--- config.mk ---
export PLATFORM = sky130hd
export DESIGN_NAME = div
export DESIGN_NICKNAME = d
export VERILOG_FILES = /design/src/rtl/div.sv
export SDC_FILE = /design/constraint.sdc
export NUM_CORES = 1
export LEC_CHECK = 0
export ABC_AREA = 1
export BUFFER_PORTS_ARGS = -buffer_cell sky130_fd_sc_hd__buf_2
export CAP_MARGIN = 20
export CORE_ASPECT_RATIO = 1.25
export CORE_MARGIN = 8
export CORE_UTILIZATION = 25
export DETAILED_ROUTE_END_ITERATION = 10
export GPL_TIMING_DRIVEN = 0
export MAX_ROUTING_LAYER = met4
export PLACE_DENSITY_LB_ADDON = 0.25
export SYNTH_ARGS = -nofsm -noshare
export SYNTH_HDL_FRONTEND = slang
export SYNTH_SLANG_ARGS = --single-unit
export TNS_END_PERCENT = 10
--- constraint.sdc ---
create_clock -name clk -period 2 [get_ports clk]
set_input_delay 0.3 -clock clk [delete_from_list [all_inputs] [get_ports clk]]
set_output_delay 0.3 -clock clk [all_outputs]
set_load 0.01 [all_outputs]
--- src/rtl/div.sv ---
// Multi-cycle 32-bit radix-2 restoring divider for DIV/DIVU.
// Result packs {remainder, quotient}; ready stays up until the requester drops start_i.
module div (
    input  logic        clk,
    input  logic        rst,
    input  logic        signed_div_i,
    input  logic [31:0] opdata1_i,
    input  logic [31:0] opdata2_i,
    input  logic        start_i,
    input  logic        annul_i,
    output logic [63:0] result_o,
    output logic        ready_o
);

    typedef enum logic [1:0] {
        ST_FREE,
        ST_DIVZERO,
        ST_ON,
        ST_END
    } state_t;

    state_t      state_reg;
    logic [5:0]  cnt_reg;
    logic [64:0] dividend_reg;
    logic [31:0] divisor_reg;
    logic        signed_reg;
    logic        op1_neg_reg;
    logic        op2_neg_reg;
    logic [63:0] result_reg;
    logic        ready_reg;

    logic [31:0] op1_abs;
    logic [31:0] op2_abs;
    logic [32:0] diff;
    logic [31:0] quot_raw;
    logic [31:0] rem_raw;
    logic [31:0] quot_fin;
    logic [31:0] rem_fin;

    // Magnitudes are taken from the live inputs; they only matter on the latch edge.
    always_comb begin
        op1_abs  = (signed_div_i && opdata1_i[31]) ? (~opdata1_i + 32'd1) : opdata1_i;
        op2_abs  = (signed_div_i && opdata2_i[31]) ? (~opdata2_i + 32'd1) : opdata2_i;
        diff     = {1'b0, dividend_reg[63:32]} - {1'b0, divisor_reg};
        quot_raw = dividend_reg[31:0];
        rem_raw  = dividend_reg[64:33];
        quot_fin = (signed_reg && (op1_neg_reg ^ op2_neg_reg)) ? (~quot_raw + 32'd1) : quot_raw;
        rem_fin  = (signed_reg && op1_neg_reg) ? (~rem_raw + 32'd1) : rem_raw;
    end

    always_ff @(posedge clk) begin
        if (!rst) begin
            state_reg    <= ST_FREE;
            cnt_reg      <= 6'd0;
            dividend_reg <= 65'd0;
            divisor_reg  <= 32'd0;
            signed_reg   <= 1'b0;
            op1_neg_reg  <= 1'b0;
            op2_neg_reg  <= 1'b0;
            result_reg   <= 64'd0;
            ready_reg    <= 1'b0;
        end else begin
            case (state_reg)
                ST_FREE: begin
                    ready_reg  <= 1'b0;
                    result_reg <= 64'd0;
                    if (start_i && !annul_i) begin
                        if (opdata2_i == 32'd0) begin
                            state_reg <= ST_DIVZERO;
                        end else begin
                            state_reg    <= ST_ON;
                            cnt_reg      <= 6'd0;
                            divisor_reg  <= op2_abs;
                            dividend_reg <= {32'd0, op1_abs, 1'b0};
                            signed_reg   <= signed_div_i;
                            op1_neg_reg  <= opdata1_i[31];
                            op2_neg_reg  <= opdata2_i[31];
                        end
                    end
                end
                ST_DIVZERO: begin
                    if (annul_i) begin
                        state_reg <= ST_FREE;
                        cnt_reg   <= 6'd0;
                    end else begin
                        state_reg  <= ST_END;
                        result_reg <= 64'd0;
                    end
                end
                ST_ON: begin
                    if (annul_i) begin
                        state_reg <= ST_FREE;
                        cnt_reg   <= 6'd0;
                    end else if (cnt_reg != 6'd32) begin
                        // Restore by simply shifting when the trial subtraction borrows.
                        if (diff[32]) begin
                            dividend_reg <= {dividend_reg[63:0], 1'b0};
                        end else begin
                            dividend_reg <= {diff[31:0], dividend_reg[31:0], 1'b1};
                        end
                        cnt_reg <= cnt_reg + 6'd1;
                    end else begin
                        result_reg <= {rem_fin, quot_fin};
                        ready_reg  <= 1'b1;
                        state_reg  <= ST_END;
                        cnt_reg    <= 6'd0;
                    end
                end
                ST_END: begin
                    // annul_i is deliberately ignored here; only start_i releases the result.
                    if (start_i) begin
                        ready_reg <= 1'b1;
                    end else begin
                        state_reg  <= ST_FREE;
                        ready_reg  <= 1'b0;
                        result_reg <= 64'd0;
                    end
                end
                default: begin
                    state_reg <= ST_FREE;
                end
            endcase
        end
    end

    assign result_o = result_reg;
    assign ready_o  = ready_reg;

endmodule

* After elaboration in Yosys (flattened, before gate mapping)
Index checks and enable logic that the tools add are counted.
** Word-level totals
- Bits in registers :: 173
- Word-level logic and storage cells :: 83
** Cells by class
- Add/sub/neg operators :: 6
- Equality and inequality tests :: 13
- Multiplexer cells :: 32
- Bitwise logic cells :: 6
- Reduce and logical (&&, ||, !) cells :: 17
** Operators by type and width (number)
- $mux W65 :: 5
- $mux W64 :: 4
- $pmux W64 S4 :: 1
- $pmux W65 S2 :: 1
- $add A32 B1 Y32 const B :: 4
- $mux W32 :: 4
- $not A32 Y32 :: 4
- $sub A32 B32 Y33 :: 1
- $logic_not A32 Y1 :: 1
- $mux W6 :: 5
- $pmux W6 S3 :: 1
- $ne A2 B2 Y1 const B :: 8
- $mux W2 :: 6
- $reduce_and A3 Y1 :: 3
- $pmux W2 S4 :: 1
- $reduce_and A4 Y1 :: 2
- $add A6 B1 Y6 const B :: 1
- $ne A6 B6 Y1 const B :: 1
- $reduce_bool A3 Y1 :: 2
- $logic_and A1 B1 Y1 :: 5
- $reduce_and A5 Y1 :: 1
- $eq A2 B2 Y1 const B :: 2
- $mux W1 :: 3
- $ne A3 B3 Y1 const B :: 1
- 7 further kinds :: 7

* Depth between registers and ports, before layout
Gate-level depths: netlist (run 1).
- Depth after elaboration :: 6
- Depth in mapped cells :: 17

* Least setup slack after synthesis (run 1)
No wires, ideal clock.
- Path type :: reg2reg
- Start :: register dividend_reg[32]
- End :: register dividend_reg[48]
- Library setup time :: 0.134 ns
- Data arrival time :: 2.030 ns
- Data required time :: 1.866 ns
- Slack :: -0.164 ns
- Cell stages (with the launch flop) :: 17
- Period minus slack after synthesis :: 2.164 ns
- Cells stage by stage :: dfxtp_1 -> inv_1 -> ha_1 -> fa_1 -> inv_1 -> nand2_1 -> nand2_1 -> nand3b_1 -> nand2_1 -> nand2_1 -> nand2_1 -> nand2_2 -> nand2_2 -> buf_2 -> nand3_1 -> nand3_1 -> a21oi_1
** Between the ends
- Longest elaborated chain between the ends :: 5
** RTL lines
- start, declared :: line 24 : logic [64:0] dividend_reg;
- start signal, assigned :: line 74 : dividend_reg <= {32'd0, op1_abs, 1'b0};
- start signal, assigned :: line 97 : dividend_reg <= {dividend_reg[63:0], 1'b0};
- start signal, assigned :: line 99 : dividend_reg <= {diff[31:0], dividend_reg[31:0], 1'b1};
- $sub A32 B32 Y33 :: line 44 : diff = {1'b0, dividend_reg[63:32]} - {1'b0, divisor_reg};
- $mux W65 :: line 96 : if (diff[32]) begin
- $mux W65 :: line 94 : end else if (cnt_reg != 6'd32) begin
- $mux W65 :: line 91 : if (annul_i) begin
- $pmux W65 S2 :: line 63 : case (state_reg)
No other way between the ends. The select of a mux whose other input is x is not followed.
A chain may end at the register's enable or synchronous reset.

* Final worst setup path (run 1)
- Start :: register dividend_reg[33]
- End :: register dividend_reg[46]
Same word-level chain as after synthesis.

==> reports/results.tsv, run 1 <==
stage	metric	value	unit
pwr	p_leak	7.88	nW
sta	fmax	0.438	GHz
synthesis	synthTopCellsByCount	nand2_1 (670), inv_1 (313), nand3_1 (247)	
global_route	grt_use_total	17.9	%
global_route	antenna_found_initial	3	
cts	postCtsHoldBufs	0	
global_route	overflow	0	
worst_setup_path	path_class	flop to flop	
synthesis	ys_seq_elements	173	
synthesis	syn_area	0.0135	sq mm
detailed_routing	dr.first_iter.drc_count	941	
detailed_routing	drc	0	
placement	place_area	0.0150	sq mm
placement	portBuffers	133	
floorplanning	dieArea	0.0615	sq mm
finish	syn_to_final_growth	25.1	%
floorplanning	ioPinCount	134	
synthesis	yosys-top-cells-area	dfxtp_1 (26%), nand2_1 (19%), nand3_1 (9.2%), inv_1 (8.7%), a21oi_1 (6.7%)	
worst_setup_path	worstSetupEndpointType	flop	
synthesis	ys_seq_area_share	25.7	%
worst_hold_path	holdCritStartpoint	opdata2_i[29]	
floorplanning	rows	95	
sta	finalCritPeriodShare	114	%
detailed_routing	routed_via_density	4.75	
synthesis	synth_top_area_share	25.7	%
worst_setup_path	cpMaxStageDelayCell	fa_2	
synthesis	ys.flop_type	dfxtp_1	
placement	dpl.hpwl	45500	um
worst_setup_path	path_cells	clkinvlp_4, fa_2, inv_4, nand2_4, nand2_1, nand3b_1, nand2_2, nand2_2, nand2_2, nand2_4, nand2_8, clkbuf_16, nand3_2, nand3_1, a21oi_1	
placement	gp_congestion	0.914	
finish	fin_area	0.0168	sq mm
synthesis	async_reset_ff_share	0	%
worst_setup_path	cpMostUsedCell	nand2_2	
sta	maxSlewViolCount	0	
finish	final_cells	3147	
outcome	status	finished with violations	
worst_setup_path	crit_required	2.32	ns
sta	maxSlewHeadroom	31.2	%
sta	worstMarginPinSlew	1.03	ns
synthesis	synth_area_leader_cell	dfxtp_1	
cts	htreeDepth	4	
floorplanning	fp.dieH	275	um
worst_setup_path	cp_max_fo	5	
synthesis	synth.distinct_cells	48	
worst_setup_path	crit_start	dividend_reg[33]	
synthesis	yosys.cell_count.top_type	nand2_1	
worst_setup_path	critPathArrivalTime	2.60	ns
finish	fill_cells	5962	
worst_setup_path	startpoint_type	flop	
sta	setup_slack	-0.283	ns
finish	largest_reg_flops	65	
synthesis	yosysWarnings	0	
sta	fin_crit	2.28	ns
floorplanning	die_w	223	um
floorplanning	initial_core_util	25.2	%
floorplanning	core	0.0535	sq mm
finish	nNetsFinal	2567	
sta	timing.final.hold_violations	0	
global_route	grt_max_degree	17	
detailed_routing	vias	14900	
detailed_routing	antenna_left	0	
detailed_routing	routed_wl	55400	um
sta	hold_ws	0.133	ns
pwr	p_per_area	1190	mW/mm^2
sta	finalSetupViolations	53	
worst_hold_path	hold_path.class	primary input to flop	
synthesis	netlist_instances	2277	
cts	cts-root-buf	clkbuf_16	
worst_setup_path	crit_family	simple AND/OR/NAND/NOR gates	
global_route	grt_pass1_wl	83500	um
flow_run	drv_cap	0	
sta	finClkSkew	0.0147	ns
placement	placed_cells	3089	
cts	cts_tree	built	
cts	cts.clk_slew.worst_paths	0.08	ns
worst_setup_path	r2r_start	dividend_reg[33]	
cts	cts_buffer_depth	2	
pwr	vdd_drop_max	0.571	mV
finish	drive_above_1_share	18.5	%
synthesis	synth_edf_count	0	
placement	dp_worst_setup_slack	-1.05	ns
synthesis	syn-num-nets	2391	
detailed_routing	drt_pass1_iterations	5	
sta	grt_setup_unrepaired	true	
global_route	grt_pass1_vias	14600	
cts	cts_sinks	173	
worst_setup_path	cp_num_buf_inv	3	
cts	cts_buffers	17	
worst_setup_path	max_stage_delay	0.42	ns
detailed_routing	wl_per_cell	17.6	um
synthesis	avgSynthCellArea	5.91	sq um
outcome	violations	negative setup slack	
cts	insertion_delay	0.47	ns
==> cells in the final DEF (no fill, tap or decap), types with 38 or more instances in the layout <==
cell,instances
a21oi_1,163
a21oi_2,38
buf_2,144
dfxtp_1,147
inv_1,307
nand2_1,654
nand3_1,199
nand4_1,44
nor2_1,208
o21ai_0,96
xor2_1,46
==> power by group <==
group	total [W]	switching, W	leakage [nW]	internal, W
Clock	0.00358	0.00166	0.294	0.00192
Combinational	0.0118	0.00778	6.16	0.00403
Sequential	0.00467	0.000633	1.42	0.00404
==> per-stage QoR <==
stage | power, W | TNS, ns | util, %
4_1_cts | 0.0194 | -11.73 | 30.2
5_1_grt | 0.0215 | -17.52 | 31.5
3_3_place_gp | 0.0150 | -67.75 | 28.1
2_1_floorplan | 0.0118 | -0.0929 | -
3_5_place_dp | 0.0150 | -72.16 | 28.1
6_report | 0.0201 | -8.40 | 31.5
==> cell type report <==
type / instances / area (sq um) / share of cell area, %
inverters: 329 / 1260 / 7.49
well taps: 679 / 850 / 5.05
clock buffers: 20 / 447 / 2.65
flip-flops and latches: 173 / 3510 / 20.9
multi-input cells: 1700 / 9080 / 54.0
repair buffers: 156 / 963 / 5.73
plain buffers: 76 / 554 / 3.29
clock inverters: 11 / 154 / 0.915
diodes: 3 / 7.51 / 0.0446
==> final timing paths <==
check / to / slack (ns) / depth (start not counted)
min: divisor_reg[29] / 0.13 / 3
max reg2reg: dividend_reg[46] / -0.28 / 15
min reg2reg: result_o[35] / 0.46 / 2
max: dividend_reg[46] / -0.28 / 15
==> cells by family (layout without fill, tap and decap cells) <==
logic type,count (synthesis),count (layout),share of synthesized area (%)
compound gates,342,342,14.0
xor+xnor,62,62,4.04
fa+ha+maj,45,45,4.24
buf+inv,405,592,12.3
flops,173,173,25.7
other cells,0,3,0
simple gates,1250,1251,39.7
==> timing repair <==
item,4_1_cts,5_1_grt
pin swaps,14,23
setup buffers,12,6
hold endpoints to repair,0,0
setup endpoints to repair,129,132
cloned,2,5
gates resized for setup,114,145
==> routing by layer <==
| layer | share of wire [%] | global-route usage, % | up-vias |
|---|---|---|---|
| met3 | 4.1 | 2.53 | 74 |
| met5 | 0 | - | - |
| met4 | 3.1 | 6.24 | 0 |
| met2 | 47 | 29.3 | 356 |
| met1 | 46 | 22.5 | 6843 |
| li1 | - | - | 7669 |
==> tightest hold or removal path, stage by stage <==
cell and delay, ns:
buf_2 0.13, a21oi_1 0.07, nor2_1 0.07
(Power assumes the default switching activity.)
==> run 2, diff against run 1 <==
Settings changed: REMOVE_ABC_BUFFERS set to 1.
==> reports/results.tsv, run 2 (same netlist as run 1, synthesis figures left out) <==
stage	metric	value	unit	change
finish	largest_reg_flops	65		unchanged
sta	setup_slack	-0.246	ns	+0.0368 ns
cts	cts_buffer_depth	2		unchanged
detailed_routing	wl_per_cell	16.9	um	-3.8%
cts	cts_buffers	17		unchanged
finish	fin_area	0.0168	sq mm	-0.32%
global_route	antenna_found_initial	8		+5
sta	maxSlewViolCount	0		unchanged
placement	place_area	0.0147	sq mm	-2.3%
global_route	grt_use_total	17.2	%	-0.74 points
worst_setup_path	worstSetupEndpointType	flop		
floorplanning	initial_core_util	25.2	%	unchanged
global_route	use_met1	19.9	%	-2.6 points
global_route	overflow	0		unchanged
worst_setup_path	cp_max_fo	6		+1
cts	postCtsHoldBufs	0		unchanged
worst_setup_path	critPathArrivalTime	2.59	ns	about the same
global_route	grt_max_degree	80		+63
finish	drive_above_1_share	17.8	%	-0.75 points
floorplanning	die_w	223	um	unchanged
flow_run	drv_cap	0		unchanged
pwr	vdd_drop_max	0.495	mV	-13%
detailed_routing	vias	14700		-1.4%
sta	grt_setup_unrepaired	true		
finish	final_common_cell	nand2_1		
detailed_routing	drc	0		unchanged
finish	nNetsFinal	2523		-1.7%
detailed_routing	routed_via_density	4.74		-0.25%
placement	portBuffers	133		unchanged
sta	setup_tns	-5.04	ns	+3.37 ns
sta	worstMarginPinSlew	0.910	ns	-0.122 ns
outcome	status	finished with violations		
pwr	total_power	0.0203	W	+1.4%
worst_setup_path	crit_required	2.34	ns	+0.02 ns
detailed_routing	drt_pass1_iterations	5		unchanged
cts	cts_sinks	173		unchanged
pwr	p_leak	7.79	nW	-1.2%
placement	dpl.hpwl	37700	um	-17%
sta	fmax	0.445	GHz	+1.6%
global_route	grt_pass1_wl	81200	um	-2.8%
finish	mostFrequentLayoutCells	nand2_1 (655), inv_1 (298), nand3_1 (223), nor2_1 (204), a21oi_1 (176)		
sta	timing.final.hold_violations	0		unchanged
sta	fin_crit	2.25	ns	-0.0368 ns
cts	insertion_delay	0.47	ns	about the same
cts	cts.clk_slew.worst_paths	0.08	ns	about the same
floorplanning	core	0.0535	sq mm	unchanged
cts	cts_tree	built		
global_route	grtUsageMet3	2.90	%	+0.37 points
finish	syn_to_final_growth	24.7	%	
global_route	grt_most_used_layer	met2		
sta	finClkSkew	0.0189	ns	+0.00411 ns
detailed_routing	antenna_left	0		unchanged
placement	gp_congestion	0.902		-1.2%
outcome	violations	negative setup slack		
floorplanning	fp.dieH	275	um	unchanged
sta	finalSetupViolations	43		-19%
worst_hold_path	hold_path.class	primary input to flop		
detailed_routing	routed_wl	52700	um	-4.9%
worst_setup_path	startpoint_type	flop		
cts	htreeDepth	4		unchanged
sta	maxSlewHeadroom	39.3	%	+8.1 points
worst_setup_path	rrSetupSlack	-0.25	ns	+0.04 ns
floorplanning	ioPinCount	134		unchanged
cts	cts-root-buf	clkbuf_16		
floorplanning	dieArea	0.0615	sq mm	unchanged
global_route	grt_pass1_vias	14500		-0.59%
pwr	p_per_area	1210	mW/mm^2	+1.7%
worst_setup_path	path_class	flop to flop		
global_route	grt_use_met2	29.6	%	+0.23 points
sta	finalCritPeriodShare	112	%	-1.8 points
detailed_routing	dr.first_iter.drc_count	1005		+6.8%
finish	fill_cells	5967		+0.084%
floorplanning	rows	95		unchanged
run 2: cell count changes in the layout (fill, tap and decap cells not counted), sizes merged:
cell,change
nand2,+11
clkbuf,-45
diode,+7
inv,+3
bufbuf,+1
clkinv,+2
buf,-15
run 2: worst paths after layout:
| check | startpoint | to | cells past startpoint |
|---|---|---|---|
| max | dividend_reg[32] | dividend_reg[62] | 16 |
| min | opdata2_i[0] | divisor_reg[0] | 3 |
| max reg2reg | dividend_reg[32] | dividend_reg[62] | 16 |
| min reg2reg | result_o[14] | result_o[14] | 2 |
run 2: critical path: stages, from the launching register on:
cell and delay, ns:
dfxtp_2 0.35, inv_4 0.06, ha_4 0.16, fa_2 0.33
inv_2 0.07, nand2_2 0.06, nand2_1 0.07, nand3b_1 0.09
nand2_2 0.11, nand2_2 0.08, nand2_4 0.11, nand2_8 0.13
nand2_8 0.15, buf_8 0.14, nand3_1 0.10, nand2_1 0.07
a21oi_1 0.05
run 2: power breakdown:
group / total, W / switching [W] / internal, W
Sequential: 0.00462 / 0.000577 / 0.00404
Clock: 0.00354 / 0.00163 / 0.00190
Combinational: 0.0122 / 0.00836 / 0.00382
Total: 0.0203 / 0.0106 / 0.00977
run 2: metal layers:
metal	up-vias	part of all wire [%]
li1	7597	-
met1	6750	43
met2	298	49
met3	89	4.4
met4	0	3.6
met5	-	0
run 2: metrics by stage:
stage / std cells / hold WS (ns) / worst slack, ns / util (%)
after floorplan: 2201 / 0.420 / -1.49 / -
after global placement: 3013 / 0.453 / -3.30 / 27.2
after detailed placement: 3018 / 0.453 / -1.60 / 27.4
after CTS: 3094 / 0.109 / -0.199 / 30.6
after global routing: 3109 / 0.114 / -0.346 / 31.3
final: 3111 / 0.107 / -0.246 / 31.4
run 2: final cells by class:
| class | instances | area [sq um] | share of cell area [%] |
|---|---|---|---|
| Sequential cell | 173 | 3510 | 20.9 |
| Inverter | 329 | 1330 | 7.92 |
| Timing Repair Buffer | 174 | 1150 | 6.83 |
| Timing Repair inverter | 3 | 38.8 | 0.231 |
| Clock inverter | 13 | 151 | 0.903 |
| Multi-Input combinational cell | 1711 | 9280 | 55.3 |
| Tap cell | 679 | 850 | 5.07 |
| Antenna cell | 10 | 25.0 | 0.149 |
| Clock buffer | 19 | 443 | 2.64 |
run 2: what timing repair did:
action                     in CTS  in global routing
gates resized for setup       150                 75
gates cloned                   14                  3
pin swaps                      25                 26
setup endpoints to repair     139                134
buffers inserted               30                  4
==> run 3, diff against run 2 <==
Settings changed: CORE_UTILIZATION 25 to 55.
==> reports/results.tsv, run 3 (same netlist as run 1, synthesis figures left out) <==
stage	metric	value	unit	change
flow_run	drv_cap	0		unchanged
detailed_routing	dr.first_iter.drc_count	1249		+24%
sta	fin_crit	2.23	ns	-0.0188 ns
sta	maxSlewHeadroom	40.5	%	+1.1 points
floorplanning	ioPinCount	134		unchanged
outcome	status	finished with violations		
sta	grt_setup_unrepaired	true		
pwr	p_leak	7.77	nW	-0.19%
sta	finClkSkew	0.0128	ns	-0.00605 ns
global_route	antenna_found_initial	0		-8
sta	timing.final.hold_violations	0		unchanged
placement	place_area	0.0142	sq mm	-2.9%
placement	dp_worst_setup_slack	-1.77	ns	-0.161 ns
detailed_routing	antenna_left	0		unchanged
cts	insertion_delay	0.45	ns	-0.02 ns
pwr	p_per_area	1250	mW/mm^2	+3.1%
detailed_routing	routed_via_density	5.64		+19%
global_route	grt_use_total	33.2	%	+16 points
worst_setup_path	worstSetupEndpointType	flop		
detailed_routing	drc	0		unchanged
detailed_routing	vias	15500		+5.3%
cts	cts_sinks	173		unchanged
global_route	grt_pass1_vias	15000		+3.3%
sta	fmax	0.449	GHz	+0.84%
global_route	grtUsageMet3	4.47	%	+1.6 points
finish	final_common_cell	nand2_1		
floorplanning	rows	64		-33%
outcome	violations	negative setup slack		
floorplanning	core	0.0243	sq mm	-55%
worst_hold_path	hold_path.class	primary input to flop		
sta	worstMarginPinSlew	0.893	ns	-0.0172 ns
sta	maxSlewViolCount	0		unchanged
cts	cts.clk_slew.worst_paths	0.07	ns	about the same
global_route	grt_use_met2	57.3	%	+28 points
finish	mostFrequentLayoutCells	nand2_1 (645), inv_1 (302), nand3_1 (213), nor2_1 (205), a21oi_1 (175)		
placement	placed_cells	2669		-12%
detailed_routing	routed_wl	49400	um	-6.3%
cts	htreeDepth	4		unchanged
global_route	grt_most_used_layer	met2		
sta	finalSetupViolations	43		unchanged
worst_setup_path	critPathArrivalTime	2.54	ns	-0.05 ns
finish	drive_above_1_share	18.1	%	+0.35 points
worst_setup_path	path_class	flop to flop		
floorplanning	dieArea	0.0298	sq mm	-52%
floorplanning	initial_core_util	55.5	%	+30 points
worst_setup_path	cp_max_fo	6		unchanged
global_route	overflow	0		unchanged
worst_setup_path	crit_required	2.32	ns	-0.02 ns
cts	cts_tree	built		
finish	fill_cells	2305		-61%
placement	dpl.hpwl	33400	um	-11%
detailed_routing	drt_pass1_iterations	5		unchanged
worst_setup_path	startpoint_type	flop		
detailed_routing	wl_per_cell	18.0	um	+6.1%
sta	finalCritPeriodShare	111	%	-0.94 points
finish	diodes	0		-10
finish	largest_reg_flops	65		unchanged
finish	syn_to_final_growth	21.8	%	
floorplanning	die_w	156	um	-30%
cts	cts-root-buf	clkbuf_16		
placement	portBuffers	133		unchanged
finish	fin_util	67.5	%	+36 points
floorplanning	fp.dieH	191	um	-31%
finish	final_cells	2749		-12%
global_route	use_met1	35.5	%	+16 points
placement	gp_congestion	0.984		+9.0%
global_route	grt_pass1_wl	76200	um	-6.2%
pwr	vdd_drop_max	0.772	mV	+56%
finish	fin_area	0.0164	sq mm	-2.3%
finish	nNetsFinal	2521		-0.079%
cts	cts_buffers	17		unchanged
cts	cts_buffer_depth	2		unchanged
global_route	grt_max_degree	80		unchanged
sta	setup_slack	-0.227	ns	+0.0188 ns
run 3: cell types whose count changed in the layout (fill, tap and decap cells not counted), moves of 6 or more:
cell,previous run,this run
diode_2,10,0
nand2_1,655,645
nand3_1,223,213
nand3_2,17,27
buf_4,28,19
o21ai_0,99,92
ha_4,23,17
nand2_2,27,33
o21ai_1,8,14
run 3: timing repair:
action | CTS | global route
endpoints found under the hold margin | 0 | 0
hold buffers | 0 | 0
resized for setup | 141 | 115
endpoints found under the setup margin | 142 | 140
buffers inserted | 24 | 5
pin swaps | 30 | 27
cloned | 13 | 7
run 3: critical path: stages, from the launching register on:
cell and delay (ns):
dfxtp_2 0.36, inv_4 0.05, ha_4 0.15, fa_2 0.33
inv_2 0.08, nand2_2 0.07, nand2_1 0.06, nand3b_1 0.10
nand2_2 0.11, nand2_2 0.08, nand2_4 0.14, nand2_8 0.15
nand2_8 0.16, nand3_4 0.11, nand3_2 0.08, a21oi_2 0.05
run 3: where the power goes:
part           switching, W  internal [W]  leakage, nW
Combinational       0.00875       0.00399         6.09
Clock               0.00153       0.00159        0.258
Sequential         0.000586       0.00404         1.42
run 3: area by class of cell:
class | instances | area (sq um) | area share [%]
Timing Repair inverter | 2 | 27.5 | 0.168
Sequential cell | 173 | 3510 | 21.4
Clock buffer | 18 | 429 | 2.62
Timing Repair Buffer | 169 | 1160 | 7.07
Tap cell | 330 | 413 | 2.52
Clock inverter | 13 | 95.1 | 0.580
Multi-Input combinational cell | 1715 | 9400 | 57.4
Inverter | 329 | 1350 | 8.23
run 3: path summary, 6_finish.rpt:
kind	start	endpoint	slack, ns	cells past startpoint
worst max-delay path	dividend_reg[32]	dividend_reg[56]	-0.23	15
worst min-delay path	opdata2_i[31]	op2_neg_reg	0.15	3
worst max register to register	dividend_reg[32]	dividend_reg[56]	-0.23	15
worst min register to register	divisor_reg[4]	divisor_reg[4]	0.45	2
run 3: routing by layer:
| metal | wire [um] | share of wire (%) |
|---|---|---|
| met1 | 19300 | 39 |
| met2 | 23700 | 48 |
| met3 | 2850 | 5.8 |
| met4 | 3530 | 7.1 |
| met5 | 0 | 0 |
run 3: metrics by stage:
step                hold slack, ns  total power (W)  setup TNS [ns]
floorplan                    0.420           0.0111         -167.25
global placement             0.449           0.0137         -394.86
detailed placement           0.448           0.0139         -155.45
CTS                          0.148           0.0191           -5.26
global route                 0.163           0.0217          -12.67
finish                       0.152           0.0205           -6.51
